File: config.mk
export PLATFORM = sky130hd
export DESIGN_NAME = mem_access_unit
export DESIGN_NICKNAME = d
export VERILOG_FILES = /design/src/rtl/mem_access_unit.sv
export SDC_FILE = /design/constraint.sdc
export NUM_CORES = 1
export LEC_CHECK = 0
export ABC_CLOCK_PERIOD_IN_PS = 3800
export CAP_MARGIN = 5
export CORE_ASPECT_RATIO = 2
export CORE_MARGIN = 3
export CORE_UTILIZATION = 39
export DETAILED_ROUTE_END_ITERATION = 10
export MAX_ROUTING_LAYER = met4
export PLACE_DENSITY_LB_ADDON = 0.25
export SLEW_MARGIN = 20
export SYNTH_ARGS = -nofsm -noshare
export SYNTH_HDL_FRONTEND = slang
export SYNTH_SLANG_ARGS = --single-unit
export TNS_END_PERCENT = 20
File: constraint.sdc
create_clock -name clk -period 3.8 [get_ports clk]
set_clock_uncertainty 0.05 [all_clocks]
set_input_delay 0.76 -clock clk [delete_from_list [all_inputs] [get_ports clk]]
set_output_delay 0.76 -clock clk [all_outputs]
set_load 0.02 [all_outputs]
File: src/rtl/mem_access_unit.sv
// -----------------------------------------------------------------------------
// mem_access_unit
//
// MEM stage between EX and WB. Selects the data-memory address (ALU result,
// stack pointer, or stack pointer +/- SP_STEP), registers it for block-RAM
// setup timing and runs a single outstanding request/acknowledge handshake
// with the memory controller. Loads wait RD_LAT cycles after acceptance and
// then capture the read data. Push/pop ops also return the updated stack
// pointer. The pipeline is stalled from the cycle an op is accepted until the
// access completes.
//
// Parameters
//   ADDR_W   address / stack-pointer width
//   DATA_W   memory data width
//   RD_LAT   cycles from accepted read to valid mem_rdata (>= 1)
//   SP_STEP  byte step applied to SP on push/pop
//
// Ports
//   clk        in   rising-edge clock
//   rst_n      in   asynchronous active-low reset
//   in_valid   in   MEM-stage op present (sampled only in IDLE)
//   in_re      in   op is a load
//   in_we      in   op is a store (re & we together is treated as a store)
//   addr_mode  in   0=ALU, 1=SP, 2=push (SP-SP_STEP), 3=pop (SP, SP+SP_STEP)
//   alu_out    in   ALU-computed address
//   sp_out     in   current stack pointer
//   wr_data    in   store data
//   mem_addr   out  registered address to controller
//   mem_re     out  read request, held until mem_ready
//   mem_we     out  write request, held until mem_ready
//   mem_wdata  out  registered store data
//   mem_ready  in   controller accepts request this cycle
//   mem_rdata  in   read data, valid RD_LAT cycles after acceptance
//   ld_data    out  captured load data, held until the next load completes
//   ld_valid   out  1-cycle pulse: ld_data updated
//   sp_new     out  updated stack pointer (push/pop)
//   sp_wr      out  1-cycle pulse: write sp_new to SP
//   stall      out  pipeline must hold MEM-stage inputs
//
// States
//   IDLE | waiting for an op; accepts load/store or SP-only update
//   REQ  | request on the bus, waiting for mem_ready
//   WAIT | read accepted, counting down the read latency
//   DONE | access complete; ld_valid/sp_wr pulses, one-cycle bubble
// -----------------------------------------------------------------------------
module mem_access_unit #(
  parameter int ADDR_W  = 32,
  parameter int DATA_W  = 32,
  parameter int RD_LAT  = 2,
  parameter int SP_STEP = 4
) (
  input  logic              clk,
  input  logic              rst_n,
  input  logic              in_valid,
  input  logic              in_re,
  input  logic              in_we,
  input  logic [1:0]        addr_mode,
  input  logic [ADDR_W-1:0] alu_out,
  input  logic [ADDR_W-1:0] sp_out,
  input  logic [DATA_W-1:0] wr_data,
  output logic [ADDR_W-1:0] mem_addr,
  output logic              mem_re,
  output logic              mem_we,
  output logic [DATA_W-1:0] mem_wdata,
  input  logic              mem_ready,
  input  logic [DATA_W-1:0] mem_rdata,
  output logic [DATA_W-1:0] ld_data,
  output logic              ld_valid,
  output logic [ADDR_W-1:0] sp_new,
  output logic              sp_wr,
  output logic              stall
);

  typedef enum logic [1:0] {
    S_IDLE = 2'd0,
    S_REQ  = 2'd1,
    S_WAIT = 2'd2,
    S_DONE = 2'd3
  } state_t;

  // Counter holds RD_LAT-1 at most; keep at least one bit for RD_LAT == 1.
  localparam int CNT_W = (RD_LAT > 1) ? $clog2(RD_LAT) : 1;
  localparam logic [CNT_W-1:0]  CNT_INIT = CNT_W'(RD_LAT - 1);
  localparam logic [ADDR_W-1:0] STEP     = ADDR_W'(SP_STEP);

  state_t            state_q;
  state_t            state_d;
  logic [CNT_W-1:0]  cnt_q;
  logic              cnt_zero;
  logic              is_read_q;
  logic              sp_upd_q;

  logic              accept;
  logic              sp_only;
  logic              op_read;
  logic [ADDR_W-1:0] sel_addr;
  logic [ADDR_W-1:0] sp_calc;

  // Request decode (only meaningful while IDLE)
  assign accept   = in_valid & (in_re | in_we);
  assign sp_only  = in_valid & ~in_re & ~in_we & addr_mode[1];
  // Store wins when both strobes are set.
  assign op_read  = in_re & ~in_we;
  assign cnt_zero = (cnt_q == '0);

  // Address select; arithmetic wraps modulo 2^ADDR_W.
  always_comb begin
    sel_addr = alu_out;
    case (addr_mode)
      2'd0:    sel_addr = alu_out;
      2'd1:    sel_addr = sp_out;
      2'd2:    sel_addr = sp_out - STEP;
      2'd3:    sel_addr = sp_out;
      default: sel_addr = alu_out;
    endcase
  end

  // Push pre-decrements, pop post-increments.
  assign sp_calc = addr_mode[0] ? (sp_out + STEP) : (sp_out - STEP);

  // FSM state register
  always_ff @(posedge clk or negedge rst_n) begin
    if (!rst_n) begin
      state_q <= S_IDLE;
    end else begin
      state_q <= state_d;
    end
  end

  // FSM next-state logic
  always_comb begin
    state_d = state_q;
    case (state_q)
      S_IDLE: begin
        if (accept) begin
          state_d = S_REQ;
        end
      end
      S_REQ: begin
        if (mem_ready) begin
          state_d = is_read_q ? S_WAIT : S_DONE;
        end
      end
      S_WAIT: begin
        if (cnt_zero) begin
          state_d = S_DONE;
        end
      end
      S_DONE: begin
        state_d = S_IDLE;
      end
      default: begin
        state_d = S_IDLE;
      end
    endcase
  end

  // FSM outputs: stall rises combinationally in the accepting IDLE cycle so
  // EX holds its operands without a cycle of slip.
  always_comb begin
    stall = 1'b0;
    case (state_q)
      S_IDLE:  stall = accept;
      S_REQ:   stall = 1'b1;
      S_WAIT:  stall = 1'b1;
      S_DONE:  stall = 1'b0;
      default: stall = 1'b0;
    endcase
  end

  // Request side: address, data and strobes are captured once in IDLE and
  // held untouched until the controller acknowledges.
  always_ff @(posedge clk or negedge rst_n) begin
    if (!rst_n) begin
      mem_addr  <= '0;
      mem_wdata <= '0;
      mem_re    <= 1'b0;
      mem_we    <= 1'b0;
      is_read_q <= 1'b0;
      sp_upd_q  <= 1'b0;
    end else begin
      case (state_q)
        S_IDLE: begin
          if (accept) begin
            mem_addr  <= sel_addr;
            mem_wdata <= wr_data;
            mem_re    <= op_read;
            mem_we    <= in_we;
            is_read_q <= op_read;
            sp_upd_q  <= addr_mode[1];
          end
        end
        S_REQ: begin
          if (mem_ready) begin
            mem_re <= 1'b0;
            mem_we <= 1'b0;
          end
        end
        default: begin
        end
      endcase
    end
  end

  // Read-latency down-counter; loaded on acceptance of a read.
  always_ff @(posedge clk or negedge rst_n) begin
    if (!rst_n) begin
      cnt_q <= '0;
    end else if (state_q == S_REQ && mem_ready) begin
      cnt_q <= CNT_INIT;
    end else if (state_q == S_WAIT && !cnt_zero) begin
      cnt_q <= cnt_q - CNT_W'(1);
    end
  end

  // Completion side. ld_valid/sp_wr are registered so they coincide with
  // DONE (or the cycle after an SP-only update in IDLE).
  always_ff @(posedge clk or negedge rst_n) begin
    if (!rst_n) begin
      ld_data  <= '0;
      ld_valid <= 1'b0;
      sp_new   <= '0;
      sp_wr    <= 1'b0;
    end else begin
      ld_valid <= 1'b0;
      sp_wr    <= 1'b0;
      case (state_q)
        S_IDLE: begin
          if (accept) begin
            if (addr_mode[1]) begin
              sp_new <= sp_calc;
            end
          end else if (sp_only) begin
            sp_new <= sp_calc;
            sp_wr  <= 1'b1;
          end
        end
        S_REQ: begin
          if (mem_ready && !is_read_q) begin
            sp_wr <= sp_upd_q;
          end
        end
        S_WAIT: begin
          if (cnt_zero) begin
            ld_data  <= mem_rdata;
            ld_valid <= 1'b1;
            sp_wr    <= sp_upd_q;
          end
        end
        default: begin
        end
      endcase
    end
  end

endmodule
# == Word level (Yosys, flattened, before mapping) ==
# Index checks and enable logic that the tools add are counted.
# totals
wordCells,75
register_bits,137
inputBits,136
out_inout_bits,133
# op_classes
n_mux,25
addsub,3
n_reduce_logical,16
n_eq_ne,10
bitwise_logic,9
# ops
cell,count
$mux 32,4
$pmux 32 s3,1
$add 32x3->32 const B,1
$sub 32x3->32 const B,1
$mux 1,12
$reduce_and 3->1,3
$eq 2x2->1 const B,4
$ne 2x2->1 const B,4
$pmux 2 s4,1
$mux 2,3
$pmux 1 s3,2
$reduce_bool 2->1,3
$and 1x1->1,5
$eq 2x1->1 const B,2
$logic_not 2->1,2
$pmux 1 s2,2
$reduce_and 2->1,2
$reduce_or 2->1,2
$logic_and 1x1->1,3
$not 1->1,3
$logic_not 1->1,1
$or 1x1->1,1
$sub 1x1->1 const B,1

# == Longest topological paths before layout ==
# Gate-level depths: netlist (run 1).
# logic_depth
ltp_word,7
ltp_mapped,10
mapped_depth_nobuf,7

# == Worst setup path after synthesis (run 1) ==
# Ideal clock, no wire load.
# synth_path
path_kind,input to register
from,input sp_out[2]
to,register sp_new[18]
slack_ps,1305
arrival_time_ps,2350
setup_ps,95
cell_stages,7
path_buffers,0
t_required_ps,3655
path_cell_list,inv_1 ha_1 nor3b_1 nand3_1 or4_1 and3b_1 o31ai_1
# synth_between
elab_chain_len,4
word_cells_on_any_way,6
classes_between,add/sub (2); mux (4)
# synth_lines
item,line_no,rtl
start: declaration,59,"input logic [ADDR_W-1:0] sp_out,"
$sub 32x3->32 or $add 32x3->32 (tied branches),119,assign sp_calc = addr_mode[0] ? (sp_out + STEP) : (sp_out - STEP);
$mux 32 *,119,
$mux 32 (on tied branches),"233, 230",
$mux 32 *,229,if (accept) begin
end signal: assignment,231,sp_new <= sp_calc;
end signal: assignment,234,sp_new <= sp_calc;
end: declaration,69,"output logic [ADDR_W-1:0] sp_new,"
# Mark *: on every way between the ends. The rest lies on a longest branch, timed or not. The select of a mux whose other input is x is not followed.
# A chain may end at the register's enable or synchronous reset.

# == Worst setup path after layout (run 1) ==
# layout_path
from,input in_valid
to,output stall
# layout_between
elab_chain_len,2
# layout_lines
item,line_no,rtl
start: declaration,54,"input logic in_valid,"
$and 1x1->1,100,assign accept = in_valid & (in_re | in_we);
$pmux 1 s3,162,case (state_q)
end: declaration,71,output logic stall
# No other way between the ends.

==> metrics.txt, run 1 <==
status complete, no violations; first-pass GRT wire length 37500 um; Pwr Total 7.96 mW; max-slew violation count 0; Pre-Repair DR Iteration Count 4; prevailing post-synth register cell dfrtp_1; unrepaired setup endpoints after global routing no; Worst Max-Slew Pin Slew between 0.9 and 1 ns; top cells by count, synth nand2_1 (184), dfrtp_1 (137), o21ai_0 (44); Routed Antenna Nets 0; Tot GR Track Use 0.243; syn_area_per_cell 9.19 um2; area grow syn2layout 47.5%; clk slew on worst S/H paths roughly 0.06 ns; Crit Path Max Fanout 8; cts repair resizes 0; fmax 309 MHz; Clk Latency, worst-skew pair roughly 0.42 ns; Starting Density 0.399; Die Area 20500 um2; CTS Buf Count 17; Cells after Synth 795; routed wire length between 20000 and 25000 um; Seq/Total Area, Yosys 0.469; H-tree depth 4; layout cells sized above 1 0.110; Die W 103 um; Slew HR 0.384; vias per cell 5.44; min cycle time layout 3.23 ns; hpwl dp 18400 um; leakage around 4.4 nW; Clock Path Buffers 2; io pins roughly 270; CP arrival roughly 2.4 ns; most frequent cell after synthesis nand2_1; startpoint types primary input; die height 200 um; gpl congestion slightly above 0.9; syn_nets ~940; number of global-route vias before repair around 6.8k; Final period util 0.851; wire per inst 19.0 um; VDD IR max 0.299 mV; worst hold path class in2async; count of input and output buffers 268; post-CTS setup buffer count 0; CP required 2.99 ns; Final #Nets 1183; PwrDens around 740 nW/um2; Distinct cells, synth 68; EDFF count, synth 0; Root Driver clkbuf_16; Synth area leaders dfrtp_1 (47%), nand2_1 (9.5%), mux2_2 (4.9%); largest net degree at the start of global routing 63; critical path type in2out; Cell Rows 70; Core Area approximately 18000 um2; Final Hold Fails 0; Via Count between 6k and 7k; setup_tns 0 ns; Yosys top cell by area dfrtp_1; Initial DRC Count 286; Mapped Area 7310 um2; max-cap viol count 0; Syn. warnings 0; CTS sink cnt 137; Post-synth ARST share 1.00; #FFs+latches synth around 140; GRT overflow 0; drc violations 0; initial antenna violation count 1; Worst setup EP type output pin; CTS tree done; # hold bufs at CTS 0; Final setup viols 0; post-synth top area share 0.469
[registers in the layout (all words and copies together), names as in the netlist]
name / flops
sp_new: 32
mem_re: 1
is_read_q: 1
mem_addr: 32
mem_wdata: 32
sp_upd_q: 1
sp_wr: 1
ld_valid: 1
mem_we: 1
cnt_q: 1
state_q: 2
ld_data: 32
[power by group]
part | internal, mW | switching [mW]
Combinational | 1.79 | 1.92
Sequential | 2.15 | 0.371
Clock | 1.04 | 0.688
Total | 4.98 | 2.97
[worst paths after layout]
check | start | endpoint | slack (ns) | cells past startpoint
setup / recovery | in_valid | stall | 0.57 | 4
hold / removal | rst_n | sp_new[3] | 0.25 | 1
setup reg to reg | state_q[0] | mem_addr[0] | 1.29 | 6
hold reg to reg | mem_wdata[15] | mem_wdata[15] | 0.42 | 2
max in group asynchronous | rst_n | mem_wdata[26] | 2.64 | 2
min in group clk | mem_wdata[15] | mem_wdata[15] | 0.42 | 2
[final cells by class]
| cell class | instances | area [um2] |
|---|---|---|
| clock buffer | 17 | 425 |
| tap | 216 | 270 |
| multi-input combinational | 580 | 3550 |
| fill | 1639 | 7520 |
| timing repair buffer | 292 | 2870 |
| clock inverter | 15 | 186 |
| inverter | 12 | 45.0 |
| antenna | 1 | 2.50 |
| sequential | 137 | 3430 |
[placed cells by master, fill, tap and decap left out, types with 5 or more instances in the layout]
| cell | count |
|---|---|
| inv_1 | 12 |
| nor2_1 | 35 |
| nand4_1 | 14 |
| clkbuf_16 | 17 |
| xnor2_1 | 23 |
| o22ai_1 | 24 |
| or3_1 | 10 |
| xor2_1 | 5 |
| inv_6 | 6 |
| nand2b_1 | 5 |
| o31ai_1 | 9 |
| ha_1 | 7 |
| mux2_2 | 32 |
| a31oi_1 | 8 |
| a21oi_1 | 18 |
| nand2_1 | 184 |
| o21a_1 | 5 |
| clkdlybuf4s50_1 | 266 |
| a221oi_1 | 13 |
| nand3_1 | 15 |
| nor3_1 | 22 |
| and2_1 | 7 |
| and3_1 | 5 |
| or2_2 | 5 |
| nor4_1 | 11 |
| mux2i_1 | 6 |
| buf_4 | 23 |
| o21ai_0 | 44 |
| dfrtp_1 | 137 |
[through the flow]
stage,cell area [um2],setup slack (ns),util,cells,hold WS (ns)
final,10800,0.567,0.589,1270,0.245
after global placement,10200,0.573,0.555,1237,0.407
after CTS,10800,0.538,0.589,1269,0.240
after floorplan,7310,1.30,-,795,0.391
after detailed placement,10200,0.487,0.555,1237,0.412
after global routing,10800,0.443,0.589,1270,0.270
[kinds of logic (layout without fill, tap and decap cells)]
| family | after synthesis | in the layout | share of synthesized area |
|---|---|---|---|
| and+or+nand+nor | 349 | 349 | 0.236 |
| other | 0 | 1 | 0 |
| adders and majority gates | 7 | 7 | 0.0120 |
| muxes | 38 | 38 | 0.0575 |
| DFF | 137 | 137 | 0.469 |
| AOI/OAI and AO/OA | 158 | 158 | 0.144 |
| xor gates and xnor gates | 28 | 28 | 0.0336 |
| buffers and inverters | 78 | 336 | 0.0476 |
[worst max-delay path, stage by stage]
cell	delay, ns
clkdlybuf4s50_1	0.62
o21ai_0	0.17
mux2i_1	0.22
clkdlybuf4s50_1	0.64
[metal layers]
layer,wire length (um),vias up,GRT usage
met3,1090,60,0.0311
li1,-,3314,-
met4,1160,0,0.119
met1,8920,3256,0.267
met2,13000,275,0.426
met5,0,-,-
No activity file was read; power rests on OpenSTA's default activity.
==> run 2: changes to the inputs <==
- SKIP_CTS_REPAIR_TIMING: default -> 1
==> results of run 2 <==
Same layout as run 1: the final DEF is identical, and so are final timing and power.
==> run 3: changes to the inputs <==
- CTS_CLUSTER_SIZE: default -> 24
- GPL_ROUTABILITY_DRIVEN: default -> 0
==> run 3 against run 2 <==
  * Register-to-register slack gained 0.10 ns
  * Largest cell class unchanged
  * Clock power increased by 12%
  * Via count shrank 0.39%
  * Critical path type unchanged
  * Non-clock buffer count rose by 1
==> metrics.txt, run 3 (same netlist as run 1, synthesis figures left out) <==
status complete, no violations; fmax 312 MHz (+0.95%); hpwl dp 18300 um (-0.45%); Buf+Inv Stages, Crit Path 2 (unchanged); unrepaired setup endpoints after global routing no; Hold WS 0.295 ns (+0.0495 ns); Top delay family on crit path buffers and inverters; crit path max-delay cell type clkdlybuf4s50_1; R2R Setup Slk 1.39 ns (+0.10 ns); Die W 103 um (unchanged); Final Hold Fails 0 (unchanged); drc violations 0 (unchanged); CTS Buf Count 17 (unchanged); worst hold path class in2async; Final setup viols 0 (unchanged); Final #Nets 1184 (+0.085%); Cell Rows 70 (unchanged); count of input and output buffers 268 (unchanged); most common cell after layout, fill and taps aside clkdlybuf4s50_1; CTS tree done; Largest stage delay, worst path 0.64 ns (about the same); H-tree depth 4 (unchanged); PwrDens 751 nW/um2 (+1.8%); routed wire length 23800 um (-1.2%); Starting Density 0.399 (unchanged); vias per cell 5.42 (-0.39%); Tot GR Track Use 0.238 (-0.00502); Clock Path Buffers 2 (unchanged); Placed Area 10200 um2 (about the same); leakage 4.44 nW (+1.0%); Crit Path Max Fanout 8 (unchanged); Pre-Repair DR Iteration Count 5 (+1); initial antenna violation count 0 (-1); Worst setup EP type output pin; CP arrival 2.39 ns (-0.03 ns); GRT overflow 0 (unchanged); # fillers 1639 (unchanged); number of global-route vias before repair 6790 (-0.77%); post-route worst setup slack 0.598 ns (+0.0306 ns); area grow syn2layout 48.7%; max-cap viol count 0 (unchanged); Root Driver clkbuf_16; Via Count 6878 (-0.39%); Post-Place Worst Slack 0.532 ns (+0.0452 ns); CTS sink cnt 137 (unchanged); startpoint types primary input; min cycle time layout 3.20 ns (-0.0306 ns); Core Area 18300 um2 (unchanged); wire per inst 18.8 um (-1.2%); first-pass GRT wire length 36500 um (-2.6%); layout cells sized above 1 0.110 (about the same); max-slew violation count 0 (unchanged); Critical Path, Cell by Cell clkdlybuf4s50_1 > o21ai_0 > mux2i_1 > clkdlybuf4s50_1; clk slew on worst S/H paths 0.06 ns (about the same); most frequent cells in the layout clkdlybuf4s50_1 (266), nand2_1 (184), dfrtp_1 (137); Routed Antenna Nets 0 (unchanged); io pins 269 (unchanged); Slew HR 0.375 (-0.00851); CP required 2.99 ns (about the same); Final Cell Area 10900 um2 (+0.78%); Final period util 0.843 (-0.00804); largest net degree at the start of global routing 66 (+4.8%); most used cell, CP clkdlybuf4s50_1; ant diodes 0 (-1); Die Area 20500 um2 (unchanged); Clk Latency, worst-skew pair 0.41 ns (about the same); die height 200 um (unchanged); Worst Max-Slew Pin Slew 0.935 ns (+0.0127 ns); VDD IR max 0.292 mV (-2.2%); setup_tns 0 ns (unchanged); Initial DRC Count 319 (+12%); critical path type in2out
## run 3: cell types whose count changed in the layout (fill, tap and decap cells not counted), sizes merged
cell | previous run | this run
buf | 26 | 27
bufinv | 3 | 7
clkbuf | 17 | 19
clkinv | 2 | 3
clkinvlp | 4 | 3
diode | 1 | 0
inv | 18 | 12
## run 3: final cells by class
type | count | area [um2] | area share
well taps | 216 | 270 | 0.0249
inverters | 12 | 45.0 | 0.00415
clock inverters | 13 | 248 | 0.0228
flip-flops and latches | 137 | 3430 | 0.316
clock buffers | 19 | 443 | 0.0408
multi-input cells | 580 | 3550 | 0.327
repair buffers | 293 | 2880 | 0.265
## run 3: per-layer routing
metal | vias to the layer above | global-route usage | part of all wire
li1 | 3308 | - | -
met1 | 3234 | 0.263 | 0.37
met2 | 274 | 0.410 | 0.53
met3 | 62 | 0.0332 | 0.052
met4 | 0 | 0.124 | 0.049
met5 | - | - | 0
## run 3: through the flow
stage                util  power, mW  std cells
floorplan               -       4.37        795
global placement    0.556       6.23       1238
detailed placement  0.556       6.29       1238
CTS                 0.594       8.25       1270
global route        0.594       8.64       1270
finish              0.594       8.16       1270
## run 3: worst paths after layout
check                         startpoint            end  depth (start not counted)
setup / recovery                in_valid          stall                          4
hold reg to reg            mem_wdata[14]  mem_wdata[14]                          2
min in group clk           mem_wdata[14]  mem_wdata[14]                          2
max in group asynchronous          rst_n          sp_wr                          2
setup reg to reg              state_q[0]   mem_addr[15]                          7
hold / removal                     rst_n      sp_new[8]                          1
## run 3: where the power goes
group / internal [mW] / switching [mW]
Combinational: 1.79 / 1.92
Sequential: 2.15 / 0.365
Clock: 1.31 / 0.625
Total: 5.26 / 2.91
==> edit, RTL diff (flow settings as in run 1) <==
Encoding of `state_t`: now Gray code (2 bits for 4 states).
--- a/src/rtl/mem_access_unit.sv
+++ b/src/rtl/mem_access_unit.sv
@@ -72,10 +72,10 @@
 );
 
   typedef enum logic [1:0] {
-    S_IDLE = 2'd0,
-    S_REQ  = 2'd1,
-    S_WAIT = 2'd2,
-    S_DONE = 2'd3
+    S_IDLE = 2'b00,
+    S_REQ  = 2'b01,
+    S_WAIT = 2'b11,
+    S_DONE = 2'b10
   } state_t;
 
   // Counter holds RD_LAT-1 at most; keep at least one bit for RD_LAT == 1.
Check against the original RTL: no difference found for any inputs over 4 cycles, from zero or initial values and one cycle with rst_n low; so few cycles prove little.
==> edit against run 1 <==
Hold slack improved by 150 ps. Register-to-register slack better by 320 ps. Sequential power up 2%. Fmax fell by 5.0%. Sequential cell count unchanged. Clock power rose by 7%. Design area rose by 2.0%. Power up 2.1%. Via count up 9.5%. Combinational power is essentially flat. Wire length grew 11%. Worst setup slack got worse by 170 ps. Area after synthesis is 0.51% lower.
==> edit: results (changes against run 1) <==
| Metric | Value |
|---|---|
| # diodes | `0 (-1)` |
| Area Overhead vs Synth | `51.2%` |
| DRT Pass-1 Iters | `5 (+1)` |
| Vias in the first global route | `7171 (+4.8%)` |
| Inverter count | `10 (-2)` |
| Inst Count DP | `1336 (+8.0%)` |
| Global-route wire length before repair | `40200 um (+7.2%)` |
| Pre-CTS WS | `380 ps (-107 ps)` |
| FFs & Latches | `137 (unchanged)` |
| Post-synth top cells | `nand2_1 (277), dfrtp_1 (137), clkbuf_1 (54)` |
| Post-Synth Adder-Cell Area | `0.344% (-0.85 points)` |
| Global Route met3 Usage | `4.58% (+1.5 points)` |
| Worst IR Drop VDD | `0.372 mV (+24%)` |
| Multi-input combinational cell count | `655 (+13%)` |
| Layout non-clock buf frac | `27.9% (+1.3 points)` |
| Non-clock buffers | `318 (+8.9%)` |
| Mux share of post-synthesis cell area | `0.981% (-4.8 points)` |
| Antenna violations before repair | `0 (-1)` |
| Status | `finished, final reports clean` |
| Largest net degree at the start of global routing | `105 (+67%)` |
| Synth Area in XOR/XNOR | `2.29% (-1.1 points)` |
| Critical path arrival | `2590 ps (+170 ps)` |
| Syn_nets | `1013 (+8.0%)` |
| Met1 Routed Length | `9660 um (+8.3%)` |
| Share of layout cells above drive strength 1 | `8.59% (-2.4 points)` |
| Routed WL | `26700 um (+11%)` |
| Crit-path max FO | `4 (-4)` |
| Multi-input gate area | `3530 sq um (-0.70%)` |
edit: cell types whose count changed in the layout (fill, tap and decap cells not counted), sizes merged, moves of 7 or more:
cell   change
buf       +26
mux2      -31
nand2     +92
nor2      +11
o21ai      -7
o22ai     -14
xnor2     -14
edit: final timing paths:
| kind | from | to | slack (ps) | depth (start not counted) |
|---|---|---|---|---|
| min in group clk | mem_wdata[22]$_DFFE_PN0P_ | mem_wdata[22]$_DFFE_PN0P_ | 420 | 2 |
| worst max register to register | state_q[0]$_DFFE_PN0P_ | mem_addr[31]$_DFFE_PN0P_ | 1610 | 5 |
| worst max-delay path | in_we | stall | 400 | 5 |
| worst min-delay path | rst_n | sp_new[27]$_DFFE_PN0P_ | 390 | 1 |
| worst min register to register | mem_wdata[22]$_DFFE_PN0P_ | mem_wdata[22]$_DFFE_PN0P_ | 420 | 2 |
| max in group asynchronous | rst_n | sp_new[17]$_DFFE_PN0P_ | 2380 | 2 |
